--- src/rtl/mem_access_unit.sv ---
// MEM-stage initiator for the word-organised data memory.
// Turns byte/half/word loads and stores into aligned bus transfers with byte enables, and stalls until acked or timed out.
module mem_access_unit #(
    parameter int unsigned TIMEOUT_CYC = 16,
    parameter int unsigned CNT_W       = 5
) (
    input  logic        clk,
    input  logic        reset,
    input  logic        req_valid,
    input  logic        req_write,
    input  logic [1:0]  req_size,
    input  logic        req_unsigned,
    input  logic [31:0] req_addr,
    input  logic [31:0] req_wdata,
    output logic        stall,
    output logic        done,
    output logic [31:0] rdata,
    output logic        exc,
    output logic [1:0]  exc_code,
    output logic        mem_req,
    output logic        mem_we,
    output logic [31:0] mem_addr,
    output logic [3:0]  mem_be,
    output logic [31:0] mem_wdata,
    input  logic        mem_ack,
    input  logic [31:0] mem_rdata
);

    typedef enum logic [1:0] {IDLE, BUSY, RESP} state_t;

    state_t           state;
    state_t           state_nxt;
    logic [CNT_W-1:0] cnt;
    logic [1:0]       lat_lo;
    logic [1:0]       lat_size;
    logic             lat_uns;

    logic             misaligned_c;
    logic [3:0]       be_c;
    logic [31:0]      wdata_c;
    logic [7:0]       lane_b_c;
    logic [15:0]      lane_h_c;
    logic [31:0]      load_c;
    logic             timeout_c;

    assign timeout_c = (cnt == CNT_W'(TIMEOUT_CYC - 1));

    // Request decode: alignment check, lane enables, replicated store data
    always_comb begin
        misaligned_c = 1'b0;
        be_c         = 4'b0000;
        wdata_c      = 32'h0;
        case (req_size)
            2'b00: begin
                be_c    = 4'b0001 << req_addr[1:0];
                wdata_c = {4{req_wdata[7:0]}};
            end
            2'b01: begin
                be_c         = req_addr[1] ? 4'b1100 : 4'b0011;
                wdata_c      = {2{req_wdata[15:0]}};
                misaligned_c = req_addr[0];
            end
            2'b10: begin
                be_c         = 4'b1111;
                wdata_c      = req_wdata;
                misaligned_c = |req_addr[1:0];
            end
            default: misaligned_c = 1'b1;
        endcase
    end

    // Lane extraction and extension of the returned word
    always_comb begin
        lane_b_c = 8'(mem_rdata >> {lat_lo, 3'b000});
        lane_h_c = 16'(mem_rdata >> {lat_lo[1], 4'b0000});
        case (lat_size)
            2'b00:   load_c = lat_uns ? {24'h0, lane_b_c} : {{24{lane_b_c[7]}}, lane_b_c};
            2'b01:   load_c = lat_uns ? {16'h0, lane_h_c} : {{16{lane_h_c[15]}}, lane_h_c};
            default: load_c = mem_rdata;
        endcase
    end

    always_ff @(posedge clk) begin
        if (reset) state <= IDLE;
        else       state <= state_nxt;
    end

    always_comb begin
        state_nxt = state;
        case (state)
            IDLE: if (req_valid) state_nxt = misaligned_c ? RESP : BUSY;
            BUSY: if (mem_ack || timeout_c) state_nxt = RESP;
            RESP: state_nxt = IDLE;
            default: state_nxt = IDLE;
        endcase
    end

    always_comb begin
        stall = 1'b0;
        case (state)
            IDLE:    stall = req_valid;
            BUSY:    stall = 1'b1;
            default: stall = 1'b0;
        endcase
    end

    // Bus fields, counter and response registers
    always_ff @(posedge clk) begin
        if (reset) begin
            cnt       <= '0;
            lat_lo    <= 2'b00;
            lat_size  <= 2'b00;
            lat_uns   <= 1'b0;
            done      <= 1'b0;
            rdata     <= 32'h0;
            exc       <= 1'b0;
            exc_code  <= 2'b00;
            mem_req   <= 1'b0;
            mem_we    <= 1'b0;
            mem_addr  <= 32'h0;
            mem_be    <= 4'b0000;
            mem_wdata <= 32'h0;
        end else begin
            case (state)
                IDLE: begin
                    done     <= 1'b0;
                    exc      <= 1'b0;
                    exc_code <= 2'b00;
                    cnt      <= '0;
                    if (req_valid) begin
                        if (misaligned_c) begin
                            done     <= 1'b1;
                            exc      <= 1'b1;
                            exc_code <= 2'b01;
                            rdata    <= 32'h0;
                        end else begin
                            mem_req   <= 1'b1;
                            mem_we    <= req_write;
                            mem_addr  <= {req_addr[31:2], 2'b00};
                            mem_be    <= be_c;
                            mem_wdata <= wdata_c;
                            lat_lo    <= req_addr[1:0];
                            lat_size  <= req_size;
                            lat_uns   <= req_unsigned;
                        end
                    end
                end
                BUSY: begin
                    if (mem_ack) begin
                        mem_req  <= 1'b0;
                        done     <= 1'b1;
                        rdata    <= mem_we ? 32'h0 : load_c;
                        exc      <= 1'b0;
                        exc_code <= 2'b00;
                    end else if (timeout_c) begin
                        mem_req  <= 1'b0;
                        done     <= 1'b1;
                        rdata    <= 32'h0;
                        exc      <= 1'b1;
                        exc_code <= 2'b10;
                    end else begin
                        cnt <= cnt + CNT_W'(1);
                    end
                end
                default: begin
                    done     <= 1'b0;
                    exc      <= 1'b0;
                    exc_code <= 2'b00;
                    cnt      <= '0;
                end
            endcase
        end
    end

endmodule

--- config.mk ---
export PLATFORM = sky130hd
export DESIGN_NAME = mem_access_unit
export DESIGN_NICKNAME = d
export VERILOG_FILES = /design/src/rtl/mem_access_unit.sv
export SDC_FILE = /design/constraint.sdc
export NUM_CORES = 1
export LEC_CHECK = 0
export ABC_AREA = 0
export BUFFER_PORTS_ARGS = -buffer_cell sky130_fd_sc_hd__buf_2
export CELL_PAD_IN_SITES_DETAIL_PLACEMENT = 0
export CELL_PAD_IN_SITES_GLOBAL_PLACEMENT = 2
export CORE_UTILIZATION = 24
export CTS_CLUSTER_DIAMETER = 100
export CTS_CLUSTER_SIZE = 14
export DETAILED_ROUTE_END_ITERATION = 10
export GPL_ROUTABILITY_DRIVEN = 0
export PLACE_DENSITY = 0.85
export SYNTH_ARGS = -nofsm -noshare
export SYNTH_HDL_FRONTEND = slang
export SYNTH_SLANG_ARGS = --single-unit
--- constraint.sdc ---
create_clock -name clk -period 2 [get_ports clk]
set_input_delay 0.1 -clock clk [delete_from_list [all_inputs] [get_ports clk]]
set_output_delay 0.1 -clock clk [all_outputs]
set_load 0.05 [all_outputs]
==> results of run 1 <==
-- kinds of logic (layout without fill, tap and decap cells) --
family | count (synthesis) | after routing
buf+inv | 56 | 369
compound gates | 161 | 161
mux | 24 | 24
flops | 116 | 116
other cells | 1 | 3
simple gates | 215 | 215
xor+xnor | 3 | 3
fa+ha+maj | 2 | 2
-- power groups by stage --
| stage | Clock, mW | Combinational, mW | Sequential, mW |
|---|---|---|---|
| 2_1_floorplan | 0 | 0.440 | 2.89 |
| 3_3_place_gp | 0 | 1.19 | 2.54 |
| 3_5_place_dp | 0 | 1.19 | 2.54 |
| 4_1_cts | 2.93 | 1.33 | 2.49 |
| 5_1_grt | 3.03 | 1.46 | 2.50 |
| 6_report | 2.84 | 1.36 | 2.49 |
-- cells in the mapped netlist (all sizes together) (2+ instances only) --
master	number
o21a	12
clkbuf	27
nand2	90
a2111oi	2
or3	2
o211ai	2
or2	2
or3b	2
nor3	27
mux2	7
nand3	12
nand2b	25
o21ai	17
and2	7
buf	22
inv	6
dfxtp	116
o221ai	2
a22o	17
a221oi	8
nor2	44
a21oi	64
a211oi	17
mux2i	17
ha	2
xor2	2
o2bb2ai	15
-- final cells by class --
class / instances / area, µm² / area share [%]
antenna: 1 / 2.502 / 0.03143
clock buffer: 22 / 464.2 / 5.831
clock inverter: 10 / 82.58 / 1.037
inverter: 7 / 26.28 / 0.3300
multi-input combinational: 407 / 2430 / 30.52
sequential: 116 / 2322 / 29.17
tap: 270 / 337.8 / 4.243
timing repair buffer: 330 / 2296 / 28.84
-- critical path: cells and delay by family, from the launching register on --
family | cells | cell delay (ns)
AND/OR/NAND/NOR | 2 | 0.60
AO/OA/AOI/OAI | 2 | 0.52
flip-flops | 1 | 0.39
buffers and inverters | 1 | 0.21
-- stage by stage --
| step | instance area (µm²) | std cells |
|---|---|---|
| 4_1_cts | 7850 | 1158 |
| 3_3_place_gp | 6402 | 1036 |
| 5_1_grt | 7961 | 1163 |
| 3_5_place_dp | 6402 | 1036 |
| 2_1_floorplan | 4969 | 579 |
| 6_report | 7961 | 1163 |
-- what timing repair did --
action,4_1_cts,5_1_grt
buffers inserted,0,1
hold buffers,90,0
hold endpoints to repair,90,0
resized for setup,0,6
setup endpoints to repair,0,42
-- how the worst max path moves through the flow --
stage | from | end | cells past startpoint
CTS | cnt[0]$_SDFFE_PP0N_ | rdata[26]$_SDFFE_PP0P_ | 8
global route | state[0]$_SDFFE_PP0P_ | rdata[3]$_SDFFE_PP0P_ | 6
global placement | cnt[0]$_SDFFE_PP0N_ | rdata[27]$_SDFFE_PP0P_ | 8
detailed placement | cnt[0]$_SDFFE_PP0N_ | rdata[26]$_SDFFE_PP0P_ | 8
finish | state[0]$_SDFFE_PP0P_ | mem_wdata[19]$_SDFFE_PP0P_ | 5
floorplan | cnt[0]$_SDFFE_PP0N_ | rdata[22]$_SDFFE_PP0P_ | 8
-- metal layers --
metal  part of all wire (%)  wire length, µm  track usage, %  vias to the layer above
li1                       -                -               -                     2623
met1                     45             7764           20.00                     2396
met2                     47             8165           25.60                      172
met3                    6.7             1173           5.392                       21
met4                    1.9              336           6.053                        0
met5                      0                0               0                        -
-- flip-flops by register name, summed over array words and instances (netlist names), 2 cells and up --
signal and count:
lat_lo 2, rdata 32, exc_code 2, mem_be 4, lat_size 2, state 2, mem_wdata 32, cnt 5
mem_addr 30
==> out/qor.yml, run 1 <==
power:
  pwr-share-clk_pct: 42.4
  power_density_nw_per_um2: 840.9
  ir_worst_vdd_v: 0.0005675
  power_leakage_nw: 3.470
  comb_power_share_pct: 20.4
  swShare_pct: 29.83
  power_mw: 6.695
  intPower_mw: 4.698
  power_switching_mw: 1.997
  p_seq_share_pct: 37.2
worst_setup_path:
  arrival_ns: 2.14
  slowest_stage: "or3b_2"
  cp-end-kind: "flip-flop"
  reg2reg_depth: 5
  r2r_start: "state[0]$_SDFFE_PP0P_"
  path_cells: "or3b_2, o21bai_4, buf_12, a221oi_1, nor3_1"
  reg2reg_slack_ns: 0.14
  slowest_delay_ns: 0.52
  worstSetupStartpointType: "flip-flop"
  worstPathRequired_ns: 2.28
  worstReg2RegEnd: "mem_wdata[19]$_SDFFE_PP0P_"
  cp_max_fo: 39
  worstSetupPathType: "reg2reg"
timing:
  max_freq_mhz: 538.5
  whs_ns: 0.01032
  hold_viol_final: 0
  rsz0062_at_grt: "no"
  setup_slack_ns: 0.1428
  setup_viol_count_final: 0
  worst_pin_slew_ns: 0.6325
  fin_skew_ns: 0.008222
  slew_viol_final: 0
  final.period_utilization_pct: 92.86
  slew_headroom_pct: 57.84
  fin_setup_tns_ns: 0
  fin_crit_ns: 1.857
synthesis:
  yosysWarnings: 0
  synth_edf_count: 0
  ys.flop_type: "dfxtp_1"
  avgSynthCellArea_um2: 8.587
  synthMuxAreaShare_pct: 5.016
  async_reset_ff_share_pct: 0
  synth.area.top_cells: "dfxtp_1, nand2_1, a21oi_1"
  netlist.area_leader.share_pct: 46.79
  synth_simple_gate_area_share_pct: 19.71
  synth_top_family_by_area: "compound AO/OA/AOI/OAI gates"
  ys_types: 48
  synth-xor-area-share_pct: 0.5294
  ys_seq_area_share_pct: 46.79
  synth_compound_area_share_pct: 22.26
  synthAdderAreaFrac_pct: 0.5042
  syn_inst: 578
  synth_area_um2: 4964
  ys_ff_latch: 116
  synth.largest_area_cell: "dfxtp_1"
route:
  dr.first_iter.drc_count: 219
  ant_nets: 0
  routed_wirelength_mm: 17.44
  wl_per_cell_um: 14.99
  vias: 5212
  drt_pass1_iterations: 4
  drc: 0
  avgViaCountPerCell: 4.482
global_routing:
  antenna_found_initial: 1
  grt-ovfl-total: 0
  grt_pass1_vias: 5090
  grt_max_degree: 41
  grt_usage_pct: 16.07
  grt_pass1_wl_mm: 26.83
run:
  drv_cap: 0
hold_path:
  hold_end: "mem_wdata[17]$_SDFFE_PP0P_"
  min_path_cells: 3
  hp-start: "req_wdata[17]"
  min_path_type: "in2reg"
placement:
  place_hpwl_mm: 11.47
  io_buffers: 208
  dp_worst_setup_slack_ns: 0.03623
cells_and_area:
  drive_above_1_share_pct: 32.85
  final_cell_mix: "buf_2, dfxtp_1, nand2_1, dlygate4sd3_1, a21oi_1"
  area_growth_syn_to_layout_pct: 60.40
  nets: 985
  final_core_util_pct: 39.35
  fillers: 2046
  mostFrequentLayoutCell: "buf_2"
floorplan:
  die_y_um: 145.8
  dieArea_um2: 21260
  fp.coreArea_um2: 20230
  pin_count: 211
  start_util_pct: 24.53
  die_x_um: 145.8
  rows: 52
clock_tree:
  clockBufferDepth: 2
  cts_buffers: 17
  h-tree-depth: 4
  clock_latency_ns: 0.41
  cts_root_buffer: "clkbuf_16"
  clk_pin_slew_ns: 0.06
  numClockSinks: 116
  cts_tree: "built"
status:
  status: "completed"
Note: power is estimated with default switching activity, not from simulation.
==> inputs of run 2 (changes only) <==
--- a/config.mk
+++ b/config.mk
@@ -7,7 +7,7 @@
 export LEC_CHECK = 0
 export ABC_AREA = 0
 export BUFFER_PORTS_ARGS = -buffer_cell sky130_fd_sc_hd__buf_2
-export CELL_PAD_IN_SITES_DETAIL_PLACEMENT = 0
+export CELL_PAD_IN_SITES_DETAIL_PLACEMENT = 1
 export CELL_PAD_IN_SITES_GLOBAL_PLACEMENT = 2
 export CORE_UTILIZATION = 24
 export CTS_CLUSTER_DIAMETER = 100
==> run 2 against run 1 <==
Clock power is 21% higher. Total power rose by 9.0%. Non-clock buffer count shrank 3. Critical path depth up 3. Via count rose by 3.9%. Final cell count shrank 0.26%. Register-to-register slack got worse by 0.08 ns. Maximum frequency fell by 4.3%. Cell area increased by 0.79%. Combinational power is essentially flat. Die area unchanged. Routed wire length grew 12%.
==> out/qor.yml, run 2 (synthesis gave the netlist of run 1 again) <==
status:
  status: "completed"  # unchanged
worst_setup_path:
  arrival_ns: 2.28  # was 2.14 ns
  critical_path_buf_inv_count: 1  # unchanged
  cpLargestDelayFamily: "simple AND/OR/NAND/NOR gates"  # unchanged
  path_cells: "ha_1, and3_1, ha_1, or2_2, a21oi_4, o21a_4, clkbuf_16, o2bb2ai_1"  # was or3b_2, o21bai_4, buf_12, a221oi_1, nor3_1
  worst_path_most_repeated_cell: "ha_1"
  slowest_delay_ns: 0.32  # was 0.52 ns
  slowest_stage: "dfxtp_1"  # was or3b_2
  worstSetupStartpointType: "flip-flop"  # unchanged
  cp-end-kind: "flip-flop"  # unchanged
  cp_max_fo: 16  # was 39
  worstPathRequired_ns: 2.34  # was 2.28 ns
  worstSetupPathType: "reg2reg"  # unchanged
cells_and_area:
  area_growth_syn_to_layout_pct: 61.66  # was 60.40%
  nets: 982  # was 985
  final_cell_mix: "buf_2, dfxtp_1, nand2_1, dlygate4sd3_1, a21oi_1"  # unchanged
  mostFrequentLayoutCell: "buf_2"  # unchanged
  largestRegisters: "mem_wdata x32, rdata x32, mem_addr x30"  # unchanged
  drive_above_1_share_pct: 32.96  # was 32.85%
timing:
  slew_headroom_pct: 57.74  # was 57.84%
  setup_viol_count_final: 0  # unchanged
  hold_viol_final: 0  # unchanged
  worst_pin_slew_ns: 0.6340  # was 0.6325 ns
  max_freq_mhz: 515.6  # was 538.5 MHz
  rsz0062_at_grt: "no"  # unchanged
  fin_setup_tns_ns: 0  # unchanged
  final.period_utilization_pct: 96.98  # was 92.86%
  fin_skew_ns: 0.008579  # was 0.008222 ns
  setup_slack_ns: 0.06035  # was 0.1428 ns
  fin_crit_ns: 1.940  # was 1.857 ns
  slew_viol_final: 0  # unchanged
global_routing:
  grt_pass1_wl_mm: 30.54  # was 26.83 mm
  grt_usage_pct: 18.33  # was 16.07%
  grt_max_degree: 41  # unchanged
  grt-ovfl-total: 0  # unchanged
  grt_pass1_vias: 5709  # was 5,090
  antenna_found_initial: 1  # unchanged
placement:
  dp_worst_setup_slack_ns: -0.01362  # was 0.03623 ns
  io_buffers: 208  # unchanged
  place_hpwl_mm: 12.36  # was 11.47 mm
power:
  power_mw: 7.300  # was 6.695 mW
  power_leakage_nw: 3.499  # was 3.470 nW
  ir_worst_vdd_v: 0.0005939  # was 0.0005675 V
  power_density_nw_per_um2: 909.7  # was 840.9 nW/µm²
route:
  ant_nets: 0  # unchanged
  drt_pass1_iterations: 4  # unchanged
  wl_per_cell_um: 16.79  # was 14.99 µm
  dr.first_iter.drc_count: 144  # was 219
  routed_wirelength_mm: 19.47  # was 17.44 mm
  drc: 0  # unchanged
  avgViaCountPerCell: 4.667  # was 4.482
  vias: 5414  # was 5,212
clock_tree:
  clockBufferDepth: 2  # unchanged
  clk_pin_slew_ns: 0.06  # about the same
  clock_latency_ns: 0.42  # was 0.41 ns
  h-tree-depth: 4  # unchanged
  cts_tree: "built"  # unchanged
  cts_root_buffer: "clkbuf_16"  # unchanged
  cts_buffers: 17  # unchanged
  numClockSinks: 116  # unchanged
floorplan:
  rows: 52  # unchanged
  start_util_pct: 24.53  # unchanged
  die_x_um: 145.8  # unchanged
  pin_count: 211  # unchanged
  die_y_um: 145.8  # unchanged
  fp.coreArea_um2: 20230  # unchanged
  dieArea_um2: 21260  # unchanged
run:
  drv_cap: 0  # unchanged
hold_path:
  min_path_type: "in2reg"  # unchanged
run 2: changes by cell type in the layout (fill, tap and decap cells not counted), moves of 2 or more:
cell       previous run  this run
bufinv_16             1         5
clkinv_4              0         2
clkbuf_1              3         1
clkinv_2              6         2
run 2: worst register-to-register path: cells and delay by family (launching register included):
| kind | cells | cell delay [ns] |
|---|---|---|
| AOI/OAI and AO/OA | 3 | 0.46 |
| adders and majority gates | 2 | 0.38 |
| buffers and inverters | 1 | 0.19 |
| DFF | 1 | 0.32 |
| and+or+nand+nor | 2 | 0.50 |
run 2: final timing paths:
check | end | slack, ns | cells past startpoint | startpoint
worst max-delay path | rdata[4]$_SDFFE_PP0P_ | 0.06 | 8 | cnt[0]$_SDFFE_PP0N_
worst min-delay path | mem_wdata[23]$_SDFFE_PP0P_ | 0.02 | 3 | req_wdata[23]
worst max register to register | rdata[4]$_SDFFE_PP0P_ | 0.06 | 8 | cnt[0]$_SDFFE_PP0N_
worst min register to register | mem_addr[4]$_SDFFE_PP0P_ | 0.45 | 2 | mem_addr[4]$_SDFFE_PP0P_
run 2: what timing repair did:
action / in CTS / in global routing
setup endpoints to repair: 32 / 54
buffers inserted: 0 / 1
cloned: 0 / 1
pin swaps: 1 / 0
hold endpoints to repair: 89 / 0
gates resized for setup: 1 / 4
hold buffers: 89 / 0
run 2: through the flow:
| stage | utilization, % | area, µm² | cells | hold slack (ns) |
|---|---|---|---|---|
| 2_1_floorplan | - | 4969 | 579 | 0.1793 |
| 3_3_place_gp | 31.64 | 6402 | 1036 | 0.3169 |
| 3_5_place_dp | 31.64 | 6402 | 1036 | 0.3208 |
| 4_1_cts | 39.31 | 7955 | 1157 | 0.003888 |
| 5_1_grt | 39.66 | 8024 | 1160 | 0.02553 |
| 6_report | 39.66 | 8024 | 1160 | 0.01643 |
run 2: cell type report:
type | instances | area, µm²
Multi-Input combinational cell | 407 | 2427
Sequential cell | 116 | 2322
Inverter | 7 | 26.28
Timing Repair Buffer | 327 | 2250
Tap cell | 270 | 337.8
Antenna cell | 1 | 2.502
Fill cell | 2397 | 12210
Clock buffer | 20 | 456.7
Clock inverter | 12 | 201.4
run 2: layer usage:
layer	up-vias	global-route usage [%]	share of wire (%)
li1	2620	-	-
met1	2585	21.54	43
met2	176	31.22	49
met3	33	4.514	5.1
met4	0	8.737	2.5
met5	-	0	0
run 2: where the power goes:
| group | internal (mW) | leakage (nW) | switching (mW) | total, mW |
|---|---|---|---|---|
| sequential | 2.43 | 0.944 | 0.0667 | 2.49 |
| combinational | 0.502 | 2.24 | 0.871 | 1.37 |
| clock | 2.28 | 0.317 | 1.15 | 3.43 |
